$ cat src/rtl/bus_arbiter_procesador.sv
// Two-master round-robin bus arbiter with lock, hold limit and slave-ready stretch.
// M0 is the processor load/store port; M1 is the program loader / DMA engine.
module bus_arbiter_procesador #(
    parameter int unsigned ADDR_W   = 32,
    parameter int unsigned DATA_W   = 32,
    parameter int unsigned MAX_HOLD = 8
) (
    input  logic              clk_i,
    input  logic              rst_n_i,

    input  logic              m0_req_i,
    input  logic              m0_lock_i,
    input  logic              m0_we_i,
    input  logic [ADDR_W-1:0] m0_addr_i,
    input  logic [DATA_W-1:0] m0_wdata_i,
    output logic              m0_gnt_o,
    output logic              m0_ack_o,
    output logic [DATA_W-1:0] m0_rdata_o,

    input  logic              m1_req_i,
    input  logic              m1_lock_i,
    input  logic              m1_we_i,
    input  logic [ADDR_W-1:0] m1_addr_i,
    input  logic [DATA_W-1:0] m1_wdata_i,
    output logic              m1_gnt_o,
    output logic              m1_ack_o,
    output logic [DATA_W-1:0] m1_rdata_o,

    output logic [ADDR_W-1:0] bus_addr_o,
    output logic [DATA_W-1:0] bus_wdata_o,
    output logic              bus_we_o,
    input  logic [DATA_W-1:0] bus_rdata_i,
    input  logic              bus_ready_i
);

    localparam logic [1:0] StIdle  = 2'd0;
    localparam logic [1:0] StOwnM0 = 2'd1;
    localparam logic [1:0] StOwnM1 = 2'd2;

    localparam int unsigned      HoldW   = $clog2(MAX_HOLD) + 1;
    localparam logic [HoldW-1:0] HoldMax = HoldW'(MAX_HOLD - 1);

    logic [1:0]       state_q, state_d;
    logic             last_q, last_d;      // 0: M0 granted last, 1: M1 granted last
    logic [HoldW-1:0] hold_cnt_q, hold_cnt_d;

    logic own_m0, own_m1;
    logic own_req, own_lock, oth_req;
    logic beat_ack, release_bus;

    always_comb begin
        own_m0   = (state_q == StOwnM0);
        own_m1   = (state_q == StOwnM1);
        own_req  = (own_m0 & m0_req_i)  | (own_m1 & m1_req_i);
        own_lock = (own_m0 & m0_lock_i) | (own_m1 & m1_lock_i);
        oth_req  = (own_m0 & m1_req_i)  | (own_m1 & m0_req_i);
        beat_ack = own_req & bus_ready_i;
        // Dropping req before the ack is an abort and frees the bus just like an unlocked beat.
        release_bus = ~own_req |
                      (beat_ack & (~own_lock | (oth_req & (hold_cnt_q == HoldMax))));
    end

    always_comb begin
        state_d    = state_q;
        last_d     = last_q;
        hold_cnt_d = hold_cnt_q;

        case (state_q)
            StIdle: begin
                if (m0_req_i && (!m1_req_i || last_q)) begin
                    state_d = StOwnM0;
                end else if (m1_req_i) begin
                    state_d = StOwnM1;
                end
            end
            StOwnM0, StOwnM1: begin
                if (release_bus) begin
                    if (oth_req) begin
                        state_d = own_m0 ? StOwnM1 : StOwnM0;
                    end else if (!own_req) begin
                        state_d = StIdle;
                    end
                end
            end
            default: state_d = StIdle;
        endcase

        if (state_d == StOwnM0) begin
            last_d = 1'b0;
        end else if (state_d == StOwnM1) begin
            last_d = 1'b1;
        end

        if ((state_d != state_q) || !oth_req) begin
            hold_cnt_d = '0;
        end else if (beat_ack && (hold_cnt_q != HoldMax)) begin
            hold_cnt_d = hold_cnt_q + HoldW'(1);
        end
    end

    always_ff @(posedge clk_i or negedge rst_n_i) begin
        if (!rst_n_i) begin
            state_q    <= StIdle;
            last_q     <= 1'b1;
            hold_cnt_q <= '0;
        end else begin
            state_q    <= state_d;
            last_q     <= last_d;
            hold_cnt_q <= hold_cnt_d;
        end
    end

    always_comb begin
        m0_gnt_o    = own_m0;
        m1_gnt_o    = own_m1;
        m0_ack_o    = own_m0 & m0_req_i & bus_ready_i;
        m1_ack_o    = own_m1 & m1_req_i & bus_ready_i;
        m0_rdata_o  = bus_rdata_i;
        m1_rdata_o  = bus_rdata_i;
        bus_we_o    = (own_m0 & m0_req_i & m0_we_i) | (own_m1 & m1_req_i & m1_we_i);
        bus_addr_o  = '0;
        bus_wdata_o = '0;
        if (own_m0) begin
            bus_addr_o  = m0_addr_i;
            bus_wdata_o = m0_wdata_i;
        end else if (own_m1) begin
            bus_addr_o  = m1_addr_i;
            bus_wdata_o = m1_wdata_i;
        end
    end

endmodule

$ cat config.mk
export PLATFORM = sky130hd
export DESIGN_NAME = bus_arbiter_procesador
export DESIGN_NICKNAME = d
export VERILOG_FILES = /design/src/rtl/bus_arbiter_procesador.sv
export SDC_FILE = /design/constraint.sdc
export NUM_CORES = 1
export LEC_CHECK = 0
export BUFFER_PORTS_ARGS = -buffer_cell sky130_fd_sc_hd__buf_2
export CAP_MARGIN = 30
export CORE_AREA = 2 2 117 119
export DETAILED_ROUTE_END_ITERATION = 10
export DIE_AREA = 0 0 119 121
export MAX_ROUTING_LAYER = met4
export PLACE_DENSITY = 0.54
export SYNTH_ARGS = -nofsm -noshare
export SYNTH_HDL_FRONTEND = slang
export SYNTH_SLANG_ARGS = --single-unit
export TNS_END_PERCENT = 5
$ cat constraint.sdc
create_clock -name clk_i -period 3.9 [get_ports clk_i]
set_input_delay 0.78 -clock clk_i [delete_from_list [all_inputs] [get_ports clk_i]]
set_output_delay 0.78 -clock clk_i [all_outputs]
set_load 0.005 [all_outputs]
== Word-level counts from Yosys, hierarchy flattened ==
Index checks and enable logic that the tools add are counted.

* Bits in registers: 7
* Input port bits: 169
* Word-level logic and storage cells: 57

* $add $sub $neg: 1
* Equal/unequal tests: 7
* Muxes and demuxes: 15
* Bitwise logic cells: 21
* Reductions and logical operators: 10

{| class="wikitable"
|+ Operator list
! operator !! number
|-
| $mux W32 || 4
|-
| $and A1 B1 Y1 || 13
|-
| $mux W2 || 6
|-
| $mux W4 || 2
|-
| $or A1 B1 Y1 || 6
|-
| $add A4 B1 Y4 const B || 1
|-
| $eq A2 B1 Y1 const B || 2
|-
| $eq A2 B2 Y1 const B || 2
|-
| $eq A4 B3 Y1 const B || 1
|-
| $ne A4 B3 Y1 const B || 1
|-
| $pmux W2 S2 || 1
|-
| $reduce_bool A2 Y1 || 2
|-
| $logic_and A1 B1 Y1 || 2
|-
| $logic_not A1 Y1 || 2
|-
| $logic_not A2 Y1 || 1
|-
| $logic_or A1 B1 Y1 || 2
|-
| $mux W1 || 2
|-
| $ne A2 B2 Y1 || 1
|-
| $not A1 Y1 || 2
|-
| $reduce_or A2 Y1 || 1
|}

== Logic depth before layout (Yosys ltp) ==
Gate-level depths: netlist of the first run.

* Depth after elaboration: 12
* Gate-level depth with buffers: 11
* Gate-level depth less buffers: 10

== Worst setup path after synthesis of the first run ==
Ideal clock, no wire load.

* Path type: register to output
* From: reg state_q[0]
* To: out bus_addr_o[0]
* Data arrival time: 1.837 ns
* Required time: 3.120 ns
* Slack: 1.283 ns
* Stages on the path, launching flop included: 8
* Cells stage by stage: dfrtp_1 > inv_1 > ha_1 > buf_2 > nor2b_1 > clkbuf_1 > clkbuf_1 > a22o_1

* Cells in the longest elaborated chain, start to end: 3
* Elaborated cells between the ends (all ways): 4

{| class="wikitable"
|+ Ends and longest elaborated chain
! element !! RTL line !! source
|-
| start, declared || 43 || <nowiki>logic [1:0] state_q, state_d;</nowiki>
|-
| start signal, assigned || 103 || <nowiki>state_q <= StIdle;</nowiki>
|-
| start signal, assigned || 107 || <nowiki>state_q <= state_d;</nowiki>
|-
| $eq A2 B2 Y1 || 53 || <nowiki>own_m1 = (state_q == StOwnM1);</nowiki>
|-
| via m1_gnt_o || 25 || <nowiki>output logic m1_gnt_o,</nowiki>
|-
| $mux W32 || 126 || <nowiki>end else if (own_m1) begin</nowiki>
|-
| $mux W32 || 123 || <nowiki>if (own_m0) begin</nowiki>
|-
| end, declared || 29 || <nowiki>output logic [ADDR_W-1:0] bus_addr_o,</nowiki>
|}

The timed path passes the listed nets, and every way through them passes these cells.

== Worst setup path in the final report of the first run ==
* From: reg state_q[0]
* To: out bus_addr_o[16]

* Cells in the longest elaborated chain, start to end: 3
* Elaborated cells between the ends (all ways): 4

{| class="wikitable"
|+ Ends and longest elaborated chain
! element !! RTL line
|-
| $eq A2 B2 Y1 || 53
|-
| $mux W32 || 126
|-
| $mux W32 (*) || 123
|}

Every way passes the cells marked *; elsewhere a longest branch is shown, timed or not.

==> flow_metrics.env, run 1 <==
export IMPL_cellLeakagePower_nw=1.48
export IMPL_vias=2308
export IMPL_async_reset_ff_frac=1.00
export IMPL_vias_per_cell=4.21
export IMPL_cp_slowest_cell="nor2b_4"
export IMPL_tns_ns=0
export IMPL_grt_use_total=0.134
export IMPL_multiInputGateArea_um2=1100
export IMPL_synthTopCellsByArea="a22o_1, buf_4, dfrtp_1"
export IMPL_status="complete, no violations"
export IMPL_pin_count=302
export IMPL_gp_congestion=0.742
export IMPL_clkLatencyLatePin_ns=0.23
export IMPL_finClkSkew_ns=0.00295
export IMPL_slew_limit_headroom=0.513
export IMPL_core_area_um2=13100
export IMPL_wire_per_inst_um=19.0
export IMPL_area_growth_pct=44.8
export IMPL_rsz0062_at_grt="no"
export IMPL_nFillCells=1478
export IMPL_drive_above_1_share=0.599
export IMPL_tritoncts="done"
export IMPL_ys_seq_area_frac=0.0959
export IMPL_antenna_found_initial=11
export IMPL_io_buffers=205
export IMPL_htreeDepth=1
export IMPL_worstPathCellList="inv_1 > ha_1 > nor2b_4 > buf_4 > a22o_1 > buf_2"
export IMPL_regArea_um2=176
export IMPL_worst_path_max_fanout=34
export IMPL_rows=42
export IMPL_ys_ff_latch=7
export IMPL_dpl_hpwl_um=9270
export IMPL_detail_route_antenna_nets=0
export IMPL_cp_end_kind="output port"
export IMPL_fp_dieH_um=121
export IMPL_grt_pass1_vias=2266
export IMPL_die_x_um=119
export IMPL_worst_ep_arrival_time_ns=2.81
export IMPL_wl_um=10400
export IMPL_ys_types=39
export IMPL_syn_inst=233
export IMPL_syn_area_per_cell_um2=7.89
export IMPL_p_per_area_nw_per_um2=501
export IMPL_yosys_warnings=0
export IMPL_slowest_delay_ns=0.71
export IMPL_cts_resized=0
export IMPL_max_freq_mhz=278
export IMPL_critPathRequiredTime_ns=3.12
export IMPL_max_vdd_ir_drop_uv=138
export IMPL_yosysTopAreaCell="a22o_1"
export IMPL_drv_cap=0
export IMPL_critical_path_class="flip-flop to output port"
export IMPL_ys_flop_type="dfrtp_1"
export IMPL_period_minus_slack_ns=3.59
export IMPL_design_area_um2=2660
export IMPL_overflow=0
export IMPL_initial_core_util=0.141
export IMPL_cts_sinks=7
export IMPL_netlist_area_leader_share=0.314
export IMPL_finalHoldViolCount=0
export IMPL_drt_iter0_markers=69
export IMPL_worstHoldPathType="input port to async pin"
export IMPL_placedInstanceArea_um2=2560
export IMPL_slew_viol_final=0
export IMPL_holdBufCountCts=0
export IMPL_die_area_um2=14400
export IMPL_ctsRootBufferMaster="clkbuf_16"
export IMPL_grt_first_pass_wirelength_um=14100
export IMPL_cts_setup_buffers=0
export IMPL_tightest_slew_ns=0.729
export IMPL_cts_made_buffers=3
export IMPL_drcViolationCount=0
export IMPL_fin_crit_sh=0.921
export IMPL_finalSetupViolCount=0
export IMPL_nets=538
export IMPL_grt_max_degree=42
export IMPL_synth_edf_count=0
export IMPL_syn_nets=408
export IMPL_start_kind="flip-flop"
export IMPL_clockBufferDepth=2
export IMPL_dr_pass1_iters=6
export IMPL_path_clk_slew_ns=0.04
export IMPL_synthesis_area_um2=1840
==> critical path, delay by kind of cell (launching register included) <==
kind	cells	cell delay, ns
AND/OR/NAND/NOR	1	0.71
AO/OA/AOI/OAI	1	0.21
buffers and inverters	3	0.73
flip-flops	1	0.43
adder cells (fa/ha/maj)	1	0.46
==> layout make-up <==
class                      count  share of cell area
inverter                       6             0.00845
sequential                     7              0.0662
clock buffer                   3              0.0282
clock inverter                 1             0.00188
timing repair buffer         207               0.391
tap                          176              0.0827
multi-input combinational    138               0.412
antenna                       10             0.00939
==> flip-flops by register name, summed over array words and instances (netlist names) <==
| register | flops |
|---|---|
| hold_cnt_q | 4 |
| last_q | 1 |
| state_q | 2 |
==> cell families (layout without fill, tap and decap cells) <==
family,count (synthesis),count (layout),synth area share
other,0,10,0
xor gates and xnor gates,3,3,0.0143
buffers and inverters,88,217,0.312
and+or+nand+nor,41,41,0.136
DFF,7,7,0.0959
AOI/OAI and AO/OA,87,87,0.395
muxes,1,1,0.00544
adders and majority gates,6,6,0.0408
==> cells in the final DEF, fill, tap and decap left out, types with 2 or more instances in the layout <==
master / count
nor4_1: 4
buf_2: 205
o211ai_1: 3
nand3b_1: 2
and3b_1: 2
a22o_1: 66
xor2_1: 2
nand2_1: 8
nor2_1: 3
nand2b_1: 4
clkbuf_16: 3
buf_4: 2
ha_1: 5
diode_2: 10
o21ai_0: 3
inv_1: 5
nand4_1: 2
and2_1: 3
dfrtp_1: 6
nand3_1: 5
nor2b_1: 2
and3_1: 2
a21oi_1: 5
==> final timing paths <==
path	start	end	slack [ns]	cells after the start
min in group clk_i	last_q$_DFFE_PN1P_	last_q$_DFFE_PN1P_	0.50	2
worst max register to register	state_q[1]$_DFF_PN0_	hold_cnt_q[3]$_DFFE_PN0P_	0.95	8
worst max-delay path	state_q[0]$_DFF_PN0_	bus_addr_o[16]	0.31	6
max in group asynchronous	rst_n_i	last_q$_DFFE_PN1P_	3.30	1
worst min register to register	last_q$_DFFE_PN1P_	last_q$_DFFE_PN1P_	0.50	2
worst min-delay path	rst_n_i	hold_cnt_q[0]$_DFFE_PN0P_	0.37	1
==> metrics by stage <==
stage          instances  hold WS (ns)  total power [mW]  worst slack (ns)   util
5_1_grt              548         0.386              1.46             0.139  0.204
6_report             548         0.369              1.33             0.309  0.204
3_3_place_gp         534         0.480              1.14             0.694  0.196
4_1_cts              538         0.372              1.35             0.314  0.202
2_1_floorplan        233         0.465             0.786              1.28      -
3_5_place_dp         534         0.502              1.16             0.575  0.196
==> layer usage <==
| metal | track usage | vias up | share of wire |
|---|---|---|---|
| li1 | - | 1085 | - |
| met1 | 0.137 | 1042 | 0.36 |
| met2 | 0.212 | 171 | 0.45 |
| met3 | 0.0968 | 10 | 0.18 |
| met4 | 0.0260 | 0 | 0.011 |
| met5 | - | - | 0 |
==> power by group <==
part | leakage, nW | internal, mW | switching [mW]
clock network | 0.0409 | 0.135 | 0.0414
registers | 0.0921 | 0.0929 | 0.0208
logic | 1.35 | 0.509 | 0.536
==> cell usage after synthesis, drive strengths merged (3+ instances only) <==
cell     n
nand3    5
a21oi    5
nor2     3
nand2    8
a22o    66
clkbuf  15
nor2b    3
o21ai    4
inv      6
o211ai   3
dfrtp    6
ha       6
nand2b   4
and2     3
nor4     4
buf     67
No activity file was read; power rests on OpenSTA's default activity.
==> run 2, diff against run 1 <==
==> constraint.sdc (replaced) <==
create_clock -name clk_i -period 3.9 [get_ports clk_i]
set_input_delay 0.39 -clock clk_i [delete_from_list [all_inputs] [get_ports clk_i]]
set_output_delay 0.39 -clock clk_i [all_outputs]
set_load 0.005 [all_outputs]
==> flow_metrics.env, run 2 (synthesis gave the netlist of run 1 again) <==
export IMPL_drv_cap=0
export IMPL_ctsRootBufferMaster="clkbuf_16"
export IMPL_dpl_cell_count=535
export IMPL_worstHoldPathType="flip-flop to flip-flop"
export IMPL_finalHoldViolCount=0
export IMPL_vias=2318
export IMPL_critPathRequiredTime_ns=3.51
export IMPL_drcViolationCount=0
export IMPL_reg_top3="hold_cnt_q x4, state_q x2, last_q x1"
export IMPL_max_freq_mhz=333
export IMPL_clockBufferDepth=2
export IMPL_finalSetupViolCount=0
export IMPL_cellLeakagePower_nw=1.49
export IMPL_critical_path_class="flip-flop to output port"
export IMPL_nets=540
export IMPL_grt_first_pass_wirelength_um=13900
export IMPL_dr_pass1_iters=6
export IMPL_grt_use_total=0.134
export IMPL_cts_sinks=7
export IMPL_cp_slowest_cell="nor2b_4"
export IMPL_area_growth_pct=46.3
export IMPL_stdcell_count=549
export IMPL_io_buffers=205
export IMPL_die_area_um2=14400
export IMPL_drt_iter0_markers=122
export IMPL_start_kind="flip-flop"
export IMPL_worst_ep_arrival_time_ns=2.61
export IMPL_wl_um=10200
export IMPL_period_minus_slack_ns=3.00
export IMPL_wire_per_inst_um=18.6
export IMPL_initial_core_util=0.141
export IMPL_finClkSkew_ns=0.00125
export IMPL_gp_congestion=0.776
export IMPL_fin_crit_sh=0.770
export IMPL_slew_limit_headroom=0.487
export IMPL_final_core_util=0.206
export IMPL_vias_per_cell=4.22
export IMPL_drive_above_1_share=0.596
export IMPL_path_clk_slew_ns=0.03
export IMPL_grt_pass1_vias=2232
export IMPL_die_x_um=119
export IMPL_rsz0062_at_grt="no"
export IMPL_status="complete, no violations"
export IMPL_cp_end_kind="output port"
export IMPL_grt_max_degree=48
export IMPL_rows=42
export IMPL_final_cell_mix="buf_2, a22o_1, nand2_1"
export IMPL_slowest_delay_ns=0.74
export IMPL_p_per_area_nw_per_um2=502
export IMPL_max_vdd_ir_drop_uv=184
export IMPL_slew_viol_final=0
export IMPL_top_register="hold_cnt_q"
export IMPL_pin_count=302
export IMPL_cts_made_buffers=3
export IMPL_dpl_hpwl_um=9150
export IMPL_htreeDepth=1
export IMPL_core_area_um2=13100
export IMPL_worst_path_max_fanout=34
export IMPL_worstPathCellList="inv_1 > ha_1 > nor2b_4 > buf_12 > a22o_1 > buf_2"
export IMPL_largest_reg_flops=4
export IMPL_tightest_slew_ns=0.768
export IMPL_tritoncts="done"
export IMPL_final_common_cell="buf_2"
export IMPL_overflow=0
export IMPL_antenna_found_initial=11
export IMPL_tns_ns=0
export IMPL_fp_dieH_um=121
export IMPL_clkLatencyLatePin_ns=0.23
export IMPL_detail_route_antenna_nets=0
## run 2: changes by cell type in the layout (fill, tap and decap cells not counted), sizes merged
cell,change
dlygate4sd3,+1
buf,+1
clkbuf,+1
clkinv,-1
diode,-1
## run 2: path summary, 6_finish.rpt
kind	slack (ns)	cells past startpoint	to	start
worst min register to register	0.51	2	last_q$_DFFE_PN1P_	last_q$_DFFE_PN1P_
worst min-delay path	0.51	2	last_q$_DFFE_PN1P_	last_q$_DFFE_PN1P_
worst max register to register	1.16	9	last_q$_DFFE_PN1P_	state_q[1]$_DFF_PN0_
worst max-delay path	0.90	6	bus_addr_o[19]	state_q[0]$_DFF_PN0_
max in group asynchronous	3.16	2	last_q$_DFFE_PN1P_	rst_n_i
min in group asynchronous	0.52	2	state_q[0]$_DFF_PN0_	rst_n_i
## run 2: critical path: cells and delay by family, from the launching register on
family                   cells  cell delay [ns]
AO/OA/AOI/OAI                1             0.15
AND/OR/NAND/NOR              1             0.74
adder cells (fa/ha/maj)      1             0.48
buffers and inverters        3             0.55
flip-flops                   1             0.42
## run 2: repair_timing
item	4_1_cts	5_1_grt
hold endpoints to repair	6	0
hold buffers	1	0
endpoints found under the setup margin	0	0
resized for setup	0	0
buffers inserted	0	0
## run 2: stage by stage
| stage | hold slack (ns) | setup WS, ns | total power, mW | area [µm²] |
|---|---|---|---|---|
| 2_1_floorplan | 0.0944 | 1.67 | 0.786 | 1840 |
| 3_3_place_gp | 0.223 | 1.25 | 1.16 | 2580 |
| 3_5_place_dp | 0.230 | 1.17 | 1.18 | 2580 |
| 4_1_cts | 0.509 | 0.921 | 1.36 | 2670 |
| 5_1_grt | 0.539 | 0.705 | 1.47 | 2690 |
| 6_report | 0.507 | 0.898 | 1.35 | 2690 |
## run 2: routing by layer
| metal | up-vias | track usage | part of all wire |
|---|---|---|---|
| li1 | 1089 | - | - |
| met1 | 1033 | 0.143 | 0.36 |
| met2 | 182 | 0.203 | 0.45 |
| met3 | 14 | 0.0902 | 0.18 |
| met4 | 0 | 0.0365 | 0.017 |
| met5 | - | - | 0 |
## run 2: cell type report
type                       instances  area (µm²)
antenna                            9        22.5
timing repair buffer             209        1070
sequential                         7         176
tap                              176         220
fill                            1465       10400
multi-input combinational        138        1100
clock buffer                       4        78.8
inverter                           6        22.5
## run 2: power by group
group	leakage, nW	switching [mW]	internal [mW]
Clock	0.0382	0.0372	0.136
Combinational	1.36	0.538	0.523
Sequential	0.0921	0.0229	0.0931
Total	1.49	0.598	0.752
